File: config.mk
export PLATFORM = sky130hd
export DESIGN_NAME = counter_0to5
export DESIGN_NICKNAME = d
export VERILOG_FILES = /design/src/rtl/counter_0to5.sv
export SDC_FILE = /design/constraint.sdc
export NUM_CORES = 1
export LEC_CHECK = 0
export CAP_MARGIN = 20
export CORE_UTILIZATION = 46
export DETAILED_ROUTE_END_ITERATION = 12
export GPL_TIMING_DRIVEN = 0
export HOLD_SLACK_MARGIN = 0.03
export MAX_ROUTING_LAYER = met4
export PLACE_DENSITY_LB_ADDON = 0.2
export SYNTH_ARGS = -nofsm -noshare
export SYNTH_HDL_FRONTEND = slang
export SYNTH_SLANG_ARGS = --single-unit
export TNS_END_PERCENT = 20
File: constraint.sdc
create_clock -name clock -period 2.3 [get_ports clock]
set_clock_uncertainty 0.2 [all_clocks]
set_input_delay 0.46 -clock clock [delete_from_list [all_inputs] [get_ports clock]]
set_output_delay 0.46 -clock clock [all_outputs]
set_load 0.01 [all_outputs]
File: src/rtl/counter_0to5.sv
// Up-counting BCD phase timer: counts 0..LIMIT while Bs or Vs is present,
// honouring pause/Error/clear, and reports completion via done and carry.
module counter_0to5 #(
  parameter int LIMIT = 5,
  parameter bit WRAP  = 1'b0
) (
  input  logic       clock,
  input  logic       reset,
  input  logic       Bs,
  input  logic       Vs,
  input  logic       Error,
  input  logic       pause,
  input  logic       tick,
  input  logic       clear,
  output logic [3:0] bcd,
  output logic       carry,
  output logic       done,
  output logic       busy
);

  typedef enum logic [2:0] {
    IDLE,
    COUNT,
    PAUSED,
    DONE,
    FAULT
  } state_t;

  localparam logic [3:0] LIM = 4'(LIMIT);

  state_t state_reg;
  logic   act;

  assign act  = Bs | Vs;
  assign busy = (state_reg == COUNT) || (state_reg == PAUSED);

  always_ff @(posedge clock) begin
    if (reset) begin
      state_reg <= IDLE;
      bcd       <= 4'd0;
      carry     <= 1'b0;
      done      <= 1'b0;
    end else begin
      carry <= 1'b0;
      if (Error) begin
        state_reg <= FAULT;
        bcd       <= 4'd0;
        done      <= 1'b0;
      end else if (state_reg == FAULT) begin
        // Only an explicit clear with Error deasserted releases the fault.
        bcd <= 4'd0;
        if (clear) begin
          state_reg <= IDLE;
        end
      end else if (clear || !act) begin
        state_reg <= IDLE;
        bcd       <= 4'd0;
        done      <= 1'b0;
      end else begin
        case (state_reg)
          IDLE: begin
            state_reg <= COUNT;
          end
          COUNT: begin
            if (pause) begin
              state_reg <= PAUSED;
            end else if (tick) begin
              if (bcd < LIM) begin
                bcd <= bcd + 4'd1;
                if (!WRAP && (bcd + 4'd1 == LIM)) begin
                  state_reg <= DONE;
                  done      <= 1'b1;
                  carry     <= 1'b1;
                end
              end else begin
                // Only reachable with WRAP=1: roll LIMIT back to zero.
                bcd   <= 4'd0;
                carry <= 1'b1;
              end
            end
          end
          PAUSED: begin
            if (!pause) begin
              state_reg <= COUNT;
            end
          end
          DONE: begin
            done <= 1'b1;
          end
          default: begin
            state_reg <= IDLE;
            bcd       <= 4'd0;
            done      <= 1'b0;
          end
        endcase
      end
    end
  end

endmodule

==> out/qor.csv <==
stage;metric;value;unit
floorplanning;pin_count;15;
grt;antenna_found_initial;0;
setup_path;crit_type;register to primary output;
synth;netlist_area;603;sq um
sta;finalSetupTns;0;ns
clock_network;clk_path_buf_depth;2;
synth;ys_ff_latch;9;
detailed_routing;ant_nets;0;
clock_network;post_cts_buffers;0;
cells_and_area;regArea;180;sq um
detailed_routing;drc;0;
cells_and_area;largest_reg_flops;4;
cells_and_area;layout_common_cells;clkdlybuf4s50_1 (14), nor2_1 (11), dfxtp_1 (9);
cells_and_area;area_growth;31.5;%
clock_network;clkSinkCount;9;
synth;synth_area_leaders;dfxtp_1 (30%), nor2_1 (6.8%), a2111oi_4 (4.6%), ha_1 (4.1%), buf_6 (3.7%);
detailed_routing;viasPerCell;5.61;
worst_hold_path;holdCritStartpoint;done;
setup_path;cp_cell_sequence;buf_4, xnor2_1, nor2_1, clkdlybuf4s50_1;
sta;finalSetupViolCount;0;
floorplanning;die_w;38.2;microns
clock_network;cts_tree;built;
worst_hold_path;hold_end;done;
clock_network;clk_pin_slew_worst_paths;0.07;ns
setup_path;critPathTopFamily;buffers and inverters;
pwr;p_per_area;411;mW/mm^2
grt;grt_pass1_vias;494;
detailed_routing;top_layer;met4;
setup_path;crit_arrival;1.54;ns
detailed_routing;dr.pass1.iters;4;
setup_path;r2r_cells;5;
sta;finalCriticalPeriod;2.20;ns
detailed_routing;wl_met3;76;microns
detailed_routing;wl_per_cell;11.9;microns
clock_network;postCtsHoldBufs;0;
setup_path;crit_path_end_kind;primary output;
clock_network;cts_buffers;3;
detailed_routing;met2_length;527;microns
floorplanning;core.rowCount;12;
run;maxCapViolCount;0;
worst_hold_path;hold_path_depth;2;
placed_design;hpwl;873;microns
clock_network;cts_resized;0;
cells_and_area;multi_input_area;384;sq um
placed_design;io_buffers;14;
setup_path;r2r-end;done;
setup_path;rrSetupSlack;0.37;ns
pwr;design_power_total;326;uW
cells_and_area;fin_nets;98;
cells_and_area;instances_no_fill;101;
grt;grt_pass1_wl;2100;microns
floorplanning;start_util;0.522;
clock_network;clk_latency;0.27;ns
clock_network;htreeDepth;1;
grt;grt_max_degree;11;
placed_design;place_inst;97;
floorplanning;die_h;38.2;microns
floorplanning;die-area;0.00146;sq mm
setup_path;slowest_delay;0.54;ns
synth;synth-seq-area-share;0.299;
grt;grtUsageTotal;0.217;
synth;synth_flop_cell;dfxtp_1;
setup_path;reg2reg_from;bcd[0];
synth;ys_types;33;
sta;post-route-period-util;0.956;
synth;async_reset_ff_frac;0;
cells_and_area;antennaDiodeCount;0;
cells_and_area;drive_gt1_frac;0.149;
detailed_routing;dr_total_vias;567;
cells_and_area;fillers;98;
detailed_routing;totalWireLength;1200;microns
sta;max_slew.worst_pin.slew;0.423;ns
sta;hold_viol_final;0;
placed_design;pre_cts_slack;-0.0554;ns
synth;synth_cells;69;
clock_network;cts-root-buf;clkbuf_4;
placed_design;routabilityCongestion;0.767;
pwr;ir_drop;0.342;mV
synth;yosysTopAreaCellShare;0.299;
setup_path;critPathLaunchType;register;
setup_path;crit_buf_inv;2;
setup_path;crit_slowest_cell;clkdlybuf4s50_1;
sta;rsz0062_at_grt;no;
cells_and_area;final_common_cell;clkdlybuf4s50_1;
pwr;p_leak;0.286;nW
cells_and_area;final_util;0.686;
detailed_routing;wl_met1;581;microns
setup_path;cp_num_cells;4;
detailed_routing;detail_route.iter0.violations;16;
synth;synth_edf_count;0;
floorplanning;core-area;0.00116;sq mm
worst_hold_path;min_path_type;register to register;
synth;yosys.area.top_type;dfxtp_1;
sta;layout_setup_ws;0.100;ns
setup_path;cp_max_fo;10;
setup_path;cp.required;1.64;ns
grt;grt.overflow.total;0;
sta;final_max_slew_viol_count;0;
synth;yosys_warnings;0;
sta;fmax;455;MHz
synth;avgSynthCellArea;8.74;sq um
sta;slew_headroom;0.714;
synth;syn_nets;79;
status;status;completed;
-- Yosys cell counts (2+ instances only) --
| cell | count |
|---|---|
| nor2_1 | 11 |
| xnor2_1 | 2 |
| dfxtp_1 | 9 |
| a21oi_1 | 4 |
| buf_6 | 2 |
| o21ai_0 | 3 |
| a311oi_1 | 2 |
| nand2_1 | 4 |
| inv_1 | 4 |
| mux2i_1 | 2 |
| ha_1 | 2 |
| nor2b_1 | 3 |
-- logic make-up (layout without fill, tap and decap cells) --
kind of cell,after synthesis,in the layout,share of synthesized area
mux,2,2,0.0332
compound gates,18,18,0.241
xor+xnor,2,2,0.0291
fa+ha+maj,2,2,0.0415
buf+inv,7,25,0.0747
simple gates,29,29,0.282
flops,9,9,0.299
-- area by class of cell --
class | instances | share of cell area
multi-input cells | 53 | 0.484
plain buffers | 3 | 0.0379
flip-flops and latches | 9 | 0.227
repair buffers | 14 | 0.177
clock buffers | 4 | 0.0331
inverters | 4 | 0.0189
well taps | 14 | 0.0221
-- report_power, final --
part           total, mW  switching (mW)  internal (mW)  leakage (nW)
sequential         0.161         0.00336          0.158        0.0728
combinational     0.0407          0.0194         0.0213         0.198
clock              0.124          0.0574         0.0669        0.0150
-- worst min-delay path, cell delays in order, from the launching register on --
cell and delay (ns):
dfxtp_1 0.30, o21ai_0 0.08, a311oi_2 0.10
-- metal layers --
metal / GRT usage / up-vias
li1: - / 286
met1: 0.278 / 262
met2: 0.305 / 16
met3: 0.105 / 3
met4: 0.0536 / 0
met5: - / -
-- through the flow --
stage          instance area (sq um)  hold WS (ns)
6_report                         793         0.347
5_1_grt                          793         0.379
4_1_cts                          787         0.317
3_5_place_dp                     761         0.305
3_3_place_gp                     761         0.301
2_1_floorplan                    603         0.314
-- how the worst max path moves through the flow --
| stage | from | endpoint | slack, ns |
|---|---|---|---|
| after floorplan | bcd[0] | done | 0.49 |
| after global placement | clear | done | -0.08 |
| after detailed placement | pause | bcd[2] | -0.06 |
| after CTS | state_reg[0] | busy | 0.1 |
| after global routing | state_reg[0] | busy | 0.04 |
| final | state_reg[0] | busy | 0.10 |
Note: power is estimated with default switching activity, not from simulation.
